<file path="src/rtl/pwm_fade_ctrl.sv">
// pwm_fade_ctrl: breathing sequencer issuing top/compare load strobes to a pwm block
module pwm_fade_ctrl #(
  parameter int RESOLUTION = 8,
  parameter int DIV_WIDTH  = 16
) (
  input  logic                  i_clk,
  input  logic                  i_rst_n,
  input  logic                  i_enable,
  input  logic [RESOLUTION-1:0] i_top,
  input  logic [RESOLUTION:0]   i_step,
  input  logic [DIV_WIDTH-1:0]  i_step_div,
  input  logic [DIV_WIDTH-1:0]  i_hold_hi,
  input  logic [DIV_WIDTH-1:0]  i_hold_lo,
  output logic [RESOLUTION-1:0] o_top,
  output logic                  o_top_valid,
  output logic [RESOLUTION:0]   o_compare,
  output logic                  o_compare_valid,
  output logic [2:0]            o_state,
  output logic                  o_cycle_done
);
  localparam int CW = RESOLUTION + 1;
  typedef enum logic [2:0] {IDLE = 3'd0, RISE = 3'd1, HOLD_HI = 3'd2, FALL = 3'd3, HOLD_LO = 3'd4} state_t;
  state_t                state, state_n;
  logic [RESOLUTION-1:0] top_sh, top_n;
  logic [CW-1:0]         step_sh, cmp_n;
  logic [DIV_WIDTH-1:0]  div_sh, hh_sh, hl_sh, presc, presc_n, hold_cnt, hold_n;
  logic                  tv_n, cv_n, done_n, sample, tick;
  logic [CW-1:0]         step_eff, max_val, rise_val, fall_val;
  logic [CW:0]           sum;
  assign o_state  = state;
  assign step_eff = (step_sh == '0) ? CW'(1) : step_sh;
  assign max_val  = {1'b0, top_sh} + 1'b1;
  assign sum      = {1'b0, o_compare} + {1'b0, step_eff};
  // the extra sum bit keeps a large step from wrapping past the ceiling
  assign rise_val = (sum >= {1'b0, max_val}) ? max_val : sum[CW-1:0];
  assign fall_val = (o_compare <= step_eff) ? '0 : o_compare - step_eff;
  assign tick     = presc == div_sh;
  always_comb begin
    state_n = state;
    top_n   = o_top;
    cmp_n   = o_compare;
    presc_n = presc;
    hold_n  = hold_cnt;
    tv_n    = 1'b0;
    cv_n    = 1'b0;
    done_n  = 1'b0;
    sample  = 1'b0;
    if (state == IDLE) begin
      if (i_enable) begin
        state_n = RISE;
        sample  = 1'b1;
        top_n   = i_top;
        cmp_n   = '0;
        tv_n    = 1'b1;
        cv_n    = 1'b1;
        presc_n = '0;
        hold_n  = '0;
      end
    end else if (!i_enable) begin
      state_n = IDLE;
      cmp_n   = '0;
      cv_n    = 1'b1;
      presc_n = '0;
      hold_n  = '0;
    end else begin
      presc_n = tick ? '0 : presc + 1'b1;
      if (tick) begin
        case (state)
          RISE: begin
            cmp_n = rise_val;
            cv_n  = 1'b1;
            if (rise_val == max_val) begin
              state_n = HOLD_HI;
              hold_n  = '0;
            end
          end
          HOLD_HI: begin
            state_n = (hold_cnt == hh_sh) ? FALL : HOLD_HI;
            hold_n  = (hold_cnt == hh_sh) ? hold_cnt : hold_cnt + 1'b1;
          end
          FALL: begin
            cmp_n = fall_val;
            cv_n  = 1'b1;
            if (fall_val == '0) begin
              state_n = HOLD_LO;
              hold_n  = '0;
            end
          end
          HOLD_LO: begin
            if (hold_cnt == hl_sh) begin
              state_n = RISE;
              sample  = 1'b1;
              top_n   = i_top;
              tv_n    = 1'b1;
              done_n  = 1'b1;
              hold_n  = '0;
            end else begin
              hold_n = hold_cnt + 1'b1;
            end
          end
          default: state_n = IDLE;
        endcase
      end
    end
  end
  always_ff @(posedge i_clk or negedge i_rst_n) begin
    if (!i_rst_n) begin
      state           <= IDLE;
      o_top           <= '0;
      o_compare       <= '0;
      o_top_valid     <= 1'b0;
      o_compare_valid <= 1'b0;
      o_cycle_done    <= 1'b0;
      presc           <= '0;
      hold_cnt        <= '0;
      top_sh          <= '0;
      step_sh         <= '0;
      div_sh          <= '0;
      hh_sh           <= '0;
      hl_sh           <= '0;
    end else begin
      state           <= state_n;
      o_top           <= top_n;
      o_compare       <= cmp_n;
      o_top_valid     <= tv_n;
      o_compare_valid <= cv_n;
      o_cycle_done    <= done_n;
      presc           <= presc_n;
      hold_cnt        <= hold_n;
      if (sample) begin
        top_sh  <= i_top;
        step_sh <= i_step;
        div_sh  <= i_step_div;
        hh_sh   <= i_hold_hi;
        hl_sh   <= i_hold_lo;
      end
    end
  end
endmodule

</file>
<file path="config.mk">
export PLATFORM = sky130hd
export DESIGN_NAME = pwm_fade_ctrl
export DESIGN_NICKNAME = d
export VERILOG_FILES = /design/src/rtl/pwm_fade_ctrl.sv
export SDC_FILE = /design/constraint.sdc
export NUM_CORES = 1
export LEC_CHECK = 0
export ABC_AREA = 1
export CORE_MARGIN = 1.5
export CORE_UTILIZATION = 36
export CTS_CLUSTER_SIZE = 8
export DETAILED_ROUTE_END_ITERATION = 16
export DONT_BUFFER_PORTS = 1
export GPL_ROUTABILITY_DRIVEN = 0
export GPL_TIMING_DRIVEN = 0
export PLACE_DENSITY_LB_ADDON = 0.2
export REMOVE_ABC_BUFFERS = 1
export SYNTH_ARGS = -nofsm -noshare
export SYNTH_HDL_FRONTEND = slang
export SYNTH_SLANG_ARGS = --single-unit
export TNS_END_PERCENT = 1
</file>
<file path="constraint.sdc">
create_clock -name i_clk -period 11.14 [get_ports i_clk]
set_input_delay 0.557 -clock i_clk [delete_from_list [all_inputs] [get_ports i_clk]]
set_output_delay 0.557 -clock i_clk [all_outputs]
set_load 0.01 [all_outputs]
</file>
### Word level (Yosys, flattened, before mapping)

Cells that the tools add are included.
W data, S select, Z words.

| cells by class | value |
|---|---|
| equal/unequal tests | 16 |
| reductions and logical operators | 11 |
| add/sub/neg operators | 5 |
| muxes and demuxes | 46 |
| magnitude comparators | 2 |

Operators with widths:

| operator | count |
|---|---|
| $mux W16 | 11 |
| $pmux W16 S4 | 1 |
| $mux W9 | 7 |
| $eq A16 B16 Y1 | 3 |
| $mux W8 | 6 |
| $add A16 B1 Y16 const B | 2 |
| $mux W3 | 7 |
| $logic_not A9 Y1 | 2 |
| $pmux W9 S2 | 1 |
| $ne A4 B4 Y1 const B | 4 |
| $mux W1 | 12 |
| $pmux W3 S4 | 1 |
| $add A9 B9 Y10 | 1 |
| $ge A10 B9 Y1 | 1 |
| $add A8 B1 Y9 const B | 1 |
| $eq A9 B9 Y1 | 1 |
| $le A9 B9 Y1 | 1 |
| $sub A9 B9 Y9 | 1 |
| $eq A3 B2 Y1 const B | 2 |
| $ne A6 B1 Y1 const B | 1 |
| $reduce_and A6 Y1 | 1 |
| $reduce_bool A2 Y1 | 3 |
| $reduce_and A5 Y1 | 1 |
| $ne A4 B1 Y1 const B | 1 |
| 8 further kinds | 8 |

| word-level totals | value |
|---|---|
| flip-flop bits (word level) | 120 |
| bits of input ports | 68 |
| output and inout bits | 23 |

### Depth between registers and ports, before layout

Gate-level depths: netlist (run 1).

| logic depth | value |
|---|---|
| word-level depth | 11 |
| gate-level depth with buffers | 32 |

### Worst setup path before layout (run 1)

OpenSTA, ideal clock, no wires.

| timing path | value |
|---|---|
| kind | reg-to-reg |
| from | register step_sh[8] |
| to | register hold_cnt[8] |
| stages on the path, launching flop included | 32 |
| arrival | 3,885 ps |
| period minus slack after synthesis | 4,002 ps |
| required time | 11,023 ps |
| slack | 7,138 ps |
| cell sequence | dfrtp_1 inv_1 nand3_1 o31ai_1 ha_1 inv_1 fa_1 o21ai_0 nand2_1 nand2_1 xor2_1 inv_1 ha_1 nand2_1 nor2_1 nand2_1 nand2_1 nand2_1 nand2_1 nand2_2 nand2_4 buf_6 o21bai_2 nand2_1 nand2_1 nor2_1 nand3_2 nand3_4 nand3_4 buf_6 nand2_1 nand2_1 |

| on the way | value |
|---|---|
| cells in the longest elaborated chain, start to end | 8 |
| elaborated cells on any way between the ends | 13 |
| those cells by class | add/sub: 2; order compare: 2; eq/ne: 3; mux: 3; reduce/logical: 3 |

RTL lines:

| what | RTL line | text |
|---|---|---|
| start: declaration | 25 | `logic [CW-1:0] step_sh, cmp_n;` |
| start signal: assignment | 132 | `step_sh <= i_step;` |
| $logic_not A9 Y1 | 31 | `assign step_eff = (step_sh == '0) ? CW'(1) : step_sh;` |
| $mux W9 * | 31 |  |
| $add A9 B9 Y10 | 33 | `assign sum = {1'b0, o_compare} + {1'b0, step_eff};` |
| $ge A10 B9 Y1 | 35 | `assign rise_val = (sum >= {1'b0, max_val}) ? max_val : sum[CW-1:0];` |
| $mux W9 | 35 |  |
| $eq A9 B9 Y1 | 72 | `if (rise_val == max_val) begin` |
| $ne A4 B4 Y1 (no source line) | -- |  |
| $reduce_and A6 Y1 (no source line) * | -- |  |
| end signal: assignment | 129 | `hold_cnt <= hold_n;` |
| end: declaration | 26 | `logic [DIV_WIDTH-1:0] div_sh, hh_sh, hl_sh, presc, presc_n, hold_cnt, hold_n;` |

Mark *: on every way between the ends. The rest lies on a longest branch, timed or not.
A chain may end at the register's enable or synchronous reset.

### Worst setup path in the final report (run 1)

| timing path | value |
|---|---|
| from | register step_sh[7] |
| to | register hold_cnt[4] |

The elaborated chain is that of the path after synthesis.

==> results of run 1 <==
==> power breakdown <==
| group | total (mW) | switching [mW] | internal [mW] | leakage, nW |
|---|---|---|---|---|
| Combinational | 1.38 | 0.903 | 0.477 | 2.23 |
| Clock | 0.621 | 0.220 | 0.401 | 0.317 |
| Sequential | 0.742 | 0.151 | 0.591 | 1.55 |
==> path summary, 6_finish.rpt <==
kind	to	slack [ps]
max in group asynchronous	presc[9]	10520
min in group i_clk	div_sh[1]	230
hold / removal	step_sh[6]	70
setup reg to reg	hold_cnt[4]	5960
hold reg to reg	hl_sh[3]	500
setup / recovery	hold_cnt[4]	5960
==> cell usage in the layout (no fill, tap or decap), drive strengths merged, types with 3 or more instances in the layout <==
master	count
nand2	331
dfrtp	120
inv	108
nor2	82
o21ai	46
xor2	45
nand3	42
nand4	39
ha	31
xnor2	25
a21oi	23
clkbuf	19
nor3	16
o22ai	10
or2	8
o21bai	8
o31ai	7
nor4	5
bufinv	5
clkinv	4
a211oi	3
buf	3
==> logic make-up (layout without fill, tap and decap cells) <==
kind of cell,count (synthesis),count (layout),synth area share [%]
flip-flops,120,120,39.87
XOR/XNOR,70,70,8.140
buffers and inverters,147,139,7.957
AO/OA/AOI/OAI,107,107,8.522
adder cells (fa/ha/maj),33,33,5.681
AND/OR/NAND/NOR,524,524,29.83
==> worst max-delay path, delay by kind of cell, from the launching register on <==
family / cells / cell delay, ps
and+or+nand+nor: 16 / 1890
adders and majority gates: 3 / 1050
AOI/OAI and AO/OA: 4 / 900
buffers and inverters: 6 / 530
DFF: 1 / 390
xor gates and xnor gates: 1 / 280
==> stage by stage <==
stage	total power, mW	setup slack [ps]
6_report	2.742	5963
5_1_grt	3.017	5372
4_1_cts	2.772	5920
3_5_place_dp	2.123	5979
3_3_place_gp	2.108	5951
2_1_floorplan	1.775	7033
==> registers in the layout, indices dropped and copies added (netlist names) <==
register	flops
hold_cnt	16
o_top	8
top_sh	8
hl_sh	16
hh_sh	16
div_sh	16
o_state	3
o_compare	9
step_sh	9
presc	16
o_top_valid	1
o_compare_valid	1
o_cycle_done	1
==> final cells by class <==
class,instances,area [um^2]
clock inverter,13,216.5
sequential,120,3003
tap,270,337.8
clock buffer,19,432.9
timing repair buffer,3,67.56
fill,2159,11980
inverter,104,394.1
multi-input combinational,734,3938
==> timing repair <==
item	CTS	global route
gates resized for setup	0	0
hold buffers	1	0
hold endpoints to repair	120	0
==> per-layer routing <==
metal  GRT usage (%)  up-vias  wire (um)
met5               0        -          0
met1           23.51     2849       8776
met4           5.100        0        226
li1                -     3179          -
met3           4.907       19        912
met2           29.51      106       8619
==> results by group, run 1 <==
Final layout
  • Final net count: approximately 1100
  • Layout area overhead: 11.38%
  • Utilization after layout: 41.20%
  • Non-filler instance count after layout: 1263
  • Final non-filler cell area: about 0.0084 mm^2
  • Share of cells above drive strength 1: 6.445%
  • Antenna Cells: 0

Power and ir drop
  • PD cells: 326.8 mW/mm^2
  • Peak supply drop: about 0.00013 V
  • P_leak: 4.096 nW

STA
  • Rel. slew slack: 12.50%
  • Final min period: 5177 ps
  • Fin. Hold Viols: 0
  • Worst Max-Slew Pin Slew: 1308 ps
  • RSZ-0062 raised after global routing: no
  • Clock Skew: 11.73 ps
  • Final setup fails: 0
  • Fmax: 193.2 MHz
  • Setup TNS: 0 ps
  • Fin crit share: 46.47%
  • WHS: 73.13 ps
  • Max-slew violations: 0

Critical path
  • CP startpoint: step_sh[7]
  • Worst r2r path cells: 30
  • Kind of critical path: register to register
  • Slowest cell delay on critical path: 490 ps
  • Crit Reg-Reg Startpoint: step_sh[7]
  • Worst setup SP type: register
  • Critical path data required time: 11450 ps
  • CP endpoint kind: register
  • Critical Path AT: 5490 ps
  • CP max-delay cell: o31ai_1
  • CP Max Fanout: 21
  • Most frequent CP cell: nand2_1

Placement
  • Cell Area, Placed: 0.007691 mm^2
  • Detailed-placement wirelength estimate: 12.87 mm
  • IO Port Bufs: 0
  • Dpl cells: 1229

Yosys
  • Synth Area per Inst: approximately 7.5 um^2
  • Count of different cell masters after synthesis: 45
  • Post-synth ARST share: 100.0%
  • Cell with the most instances after synthesis: nand2_1
  • Synthesized area: roughly 0.0075 mm^2
  • Ranking of synthesized cells by area: dfrtp_1, nand2_1, xor2_1, ha_1, inv_1
  • Synth Instances: around 1000
  • Post-synth EDFFs: 0
  • Post-synthesis sequential area ratio: 39.87%
  • Ys Warns: 0
  • Largest area contributor in the netlist: dfrtp_1
  • Share of the synthesized area in the top cell type: 39.87%
  • Commonest cells in the netlist: nand2_1, dfrtp_1, inv_1
  • Synth Flop Type: dfrtp_1
  • Synthesized flop and latch total: 120

Drt
  • Residual DRC: 0
  • DR iter-0 viols: 307
  • Routed WL: 18.53 mm
  • Via count: 6153
  • Drt pass-1 iters: 5
  • Avg Vias per Cell: 4.872
  • Avg WL per Cell: approximately 15 um
  • Final ANT Viol Nets: 0

Die
  • Die span in y: 147.6 um
  • # IOs: approximately 90
  • Die X: 147.6 um
  • Die area: 0.02180 mm^2
  • Core Area: 0.02036 mm^2
  • Row count: 52
  • Starting Density: 36.99%

GRT
  • Initial antenna violation count: 0
  • Total Routing Usage GR: between 10% and 20%
  • Vias in the first global route: 6020
  • Largest net degree at the start of global routing: 121
  • First-pass GRT wire length: 30.99 mm
  • Grt ovf: 0

CTS
  • CTS Sinks: 120
  • Clock buffer depth: 2
  • Root Driver: clkbuf_16
  • Clock-pin slew on the worst setup and hold paths: around 60 ps
  • TritonCTS buffer count: 17
  • Clock Latency Late Sink: 430 ps
  • Postcts setup bufs: 0
  • H-tree Lvls: 4
  • CTS tree: built

Worst hold path
  • Hold crit path type: input port to async pin

Job
  • Max_cap viols: 0

Status
  • Status: finished clean
(Power assumes the default switching activity.)
==> inputs of run 2 (changes only) <==
- ABC_AREA: 1 -> 0
- clock period: 11.14 -> 4.4 ns (I/O delays scaled with it)
==> results by group, run 2 <==
Yosys
  • Ys Warns: 0 (unchanged)
  • Ranking of synthesized cells by area: dfrtp_1, nand2_1, ha_1, xor2_1, o21ai_0
  • Cell with the most instances after synthesis: nand2_1
  • Largest area contributor in the netlist: dfrtp_1
  • Share of the synthesized area in the top cell type: 41.12% (+1.2 points)
  • Synthesized flop and latch total: 120 (unchanged)
  • Post-synth EDFFs: 0 (unchanged)
  • Post-synth ARST share: 100.0% (unchanged)
  • Synthesized area: 0.007303 mm^2 (-3.0%)
  • Synth Flop Type: dfrtp_1
  • Count of different cell masters after synthesis: 63 (+40%)
  • Synth Instances: 858 (-14%)
  • Post-synthesis sequential area ratio: 41.12% (+1.2 points)
  • Commonest cells in the netlist: nand2_1, dfrtp_1, o21ai_0
  • Synth Area per Inst: 8.512 um^2 (+13%)

Die
  • Die X: 145.4 um (-1.5%)
  • Die span in y: 145.4 um (-1.5%)
  • Starting Density: 37.16% (+0.17 points)
  • Row count: 51 (-1.9%)
  • Die area: 0.02115 mm^2 (-3.0%)
  • Core Area: 0.01965 mm^2 (-3.5%)
  • # IOs: 91 (unchanged)

Worst hold path
  • Hold crit path type: input port to register
  • Worst hold start: i_enable
  • Hold-critical path depth: 3
  • Worst Hold End: o_state[0]

Drt
  • DR iter-0 viols: 419 (+36%)
  • Via count: 6054 (-1.6%)
  • Avg Vias per Cell: 5.075 (+4.2%)
  • Residual DRC: 0 (unchanged)
  • Drt pass-1 iters: 5 (unchanged)
  • Routed WL: 18.83 mm (+1.6%)
  • Avg WL per Cell: 15.78 um (+7.5%)
  • Final ANT Viol Nets: 0 (unchanged)

Critical path
  • Crit Reg-Reg Startpoint: step_sh[2]
  • CP Max Fanout: 7 (-67%)
  • Critical R2R Capture: hold_cnt[14]
  • CP endpoint kind: register
  • R2r setup slk: -50 ps (-6010 ps)
  • Kind of critical path: register to register
  • Critical Path AT: 4780 ps (-710 ps)
  • Worst setup SP type: register
  • Critical path data required time: 4720 ps (-6730 ps)
  • Worst r2r path cells: 17 (-43%)

Final layout
  • Final net count: 1016 (-6.0%)
  • Share of cells above drive strength 1: 10.99% (+4.5 points)
  • FILL cells: 1984 (-8.1%)
  • Most common cell after layout, fill and taps aside: nand2_1
  • Final non-filler cell area: 0.009110 mm^2 (+8.6%)
  • Antenna Cells: 0 (unchanged)
  • Commonest cells after routing, fill and taps aside: nand2_1, dfrtp_1, dlygate4sd3_1, o21ai_0, nor2_1
  • Layout area overhead: 24.74%

STA
  • Max-slew violations: 0 (unchanged)
  • Final worst slack: -51.30 ps (-6015 ps)
  • Final setup fails: 10 (+10)
  • Rel. slew slack: 17.01% (+4.5 points)
  • Worst Max-Slew Pin Slew: 1236 ps (-71.22 ps)
  • RSZ-0062 raised after global routing: yes
  • Fin. Hold Viols: 0 (unchanged)
  • Final min period: 4451 ps (-725.3 ps)
  • Clock Skew: 11.67 ps (-0.06390 ps)
  • Fmax: 224.7 MHz (+16%)
  • Setup TNS: -301.3 ps (-301.3 ps)
  • WHS: 81.04 ps (+7.911 ps)
  • Fin crit share: 101.2% (+55 points)

GRT
  • Largest net degree at the start of global routing: 121 (unchanged)
  • Met3 usage: 4.389% (-0.52 points)
  • Vias in the first global route: 5996 (-0.40%)
  • Total Routing Usage GR: 18.57% (+0.49 points)
  • Grt ovf: 0 (unchanged)
  • Global Route met1 Usage: 24.71% (+1.2 points)
  • Top Usage Layer GRT: met2
  • Initial antenna violation count: 0 (unchanged)
  • First-pass GRT wire length: 31.43 mm (+1.4%)
  • Met2 Resource Use GR: 30.21% (+0.70 points)

CTS
  • Clock Latency Late Sink: 420 ps (about the same)
  • Clock-pin slew on the worst setup and hold paths: 60 ps (about the same)
  • CTS tree: built
  • Root Driver: clkbuf_16
  • CTS Sinks: 120 (unchanged)
  • H-tree Lvls: 4 (unchanged)
  • TritonCTS buffer count: 17 (unchanged)
  • Clock buffer depth: 2 (unchanged)

Status
  • Failing checks: negative setup slack
  • Status: finished, violations left

Job
  • Max_cap viols: 0 (unchanged)

Placement
  • Dpl ws: -1861 ps (-7840 ps)
  • Detailed-placement wirelength estimate: 12.31 mm (-4.3%)
  • IO Port Bufs: 0 (unchanged)
  • Cell Area, Placed: 0.007473 mm^2 (-2.8%)

Power and ir drop
  • PD cells: 753.7 mW/mm^2 (+130%)
  • Final Power: 6.866 mW (+150%)
  • P_leak: 4.278 nW (+4.5%)
  • Peak supply drop: 0.0003125 V (+150%)
==> run 2: cell count changes in the layout (fill, tap and decap cells not counted), moves of 10 or more <==
cell           previous run  this run
o21ai_0                  45        63
and3_1                    0        20
nand2_1                 326       223
nand3_1                  37        15
dlygate4sd3_1             0        67
nand2b_1                  0        27
nand4_1                  39        12
buf_4                     0        17
inv_1                    99        27
nor2b_1                   0        10
a21oi_1                  22        12
nor2_1                   79        42
==> run 2: per-layer routing <==
layer	part of all wire [%]	vias up	wire, um
li1	-	3011	-
met1	47	2908	8846
met2	48	116	9052
met3	3.8	19	710
met4	1.1	0	216
met5	0	-	0
==> run 2: repair_timing <==
| action | in CTS | in global routing |
|---|---|---|
| cloned | 1 | 0 |
| buffers inserted | 17 | 0 |
| hold endpoints to repair | 194 | 0 |
| pin swaps | 19 | 1 |
| setup endpoints to repair | 28 | 28 |
| resized for setup | 30 | 9 |
| hold buffers | 68 | 0 |
==> run 2: worst max-delay path by stage <==
| stage | slack (ps) | end | cells after the start | from |
|---|---|---|---|---|
| after global routing | -280 | hold_cnt[8] | 17 | step_sh[2] |
| final | -50 | hold_cnt[14] | 17 | step_sh[2] |
| after detailed placement | -1860 | hold_cnt[5] | 18 | step_sh[1] |
| after floorplan | -280 | hold_cnt[2] | 18 | step_sh[1] |
| after CTS | -10 | hold_cnt[13] | 17 | step_sh[4] |
| after global placement | -1900 | hold_cnt[9] | 18 | step_sh[1] |
==> run 2: area by class of cell <==
class,instances,area (um^2),share of cell area [%]
tap,265,331.6,3.640
inverter,28,105.1,1.154
timing repair buffer,88,885.9,9.724
clock buffer,18,439.2,4.821
multi-input combinational,660,4158,45.64
sequential,120,3003,32.96
clock inverter,14,187.7,2.060
==> run 2: kinds of logic (layout without fill, tap and decap cells) <==
| group | Yosys count | in the layout | share of synthesized area (%) |
|---|---|---|---|
| compound gates | 156 | 156 | 14.03 |
| fa+ha+maj | 33 | 33 | 5.859 |
| buf+inv | 79 | 148 | 4.403 |
| simple gates | 393 | 394 | 24.84 |
| flops | 120 | 120 | 41.12 |
| mux | 5 | 5 | 0.7367 |
| xor+xnor | 72 | 72 | 9.011 |
==> run 2: power by group <==
| part | internal [mW] | total (mW) | switching, mW |
|---|---|---|---|
| logic | 1.51 | 3.48 | 1.97 |
| clock network | 0.923 | 1.50 | 0.580 |
| registers | 1.49 | 1.89 | 0.401 |
==> run 2: critical path, stage by stage (launching register included) <==
cell and delay (ps):
dfrtp_1 420, nor4_4 330, a41o_1 310, ha_2 220
inv_1 60, fa_2 420, o21bai_4 180, a21oi_2 90
xnor2_1 150, ha_1 310, nand4_1 100, o211ai_1 240
a31oi_2 160, a31o_2 260, nor4_4 260, o21ai_4 130
or3_4 490, o31ai_2 210
==> run 2: metrics by stage <==
stage | utilization, % | instances
floorplan | - | 807
global placement | 37.75 | 1072
detailed placement | 38.03 | 1075
CTS | 46.21 | 1193
global route | 46.35 | 1193
finish | 46.35 | 1193
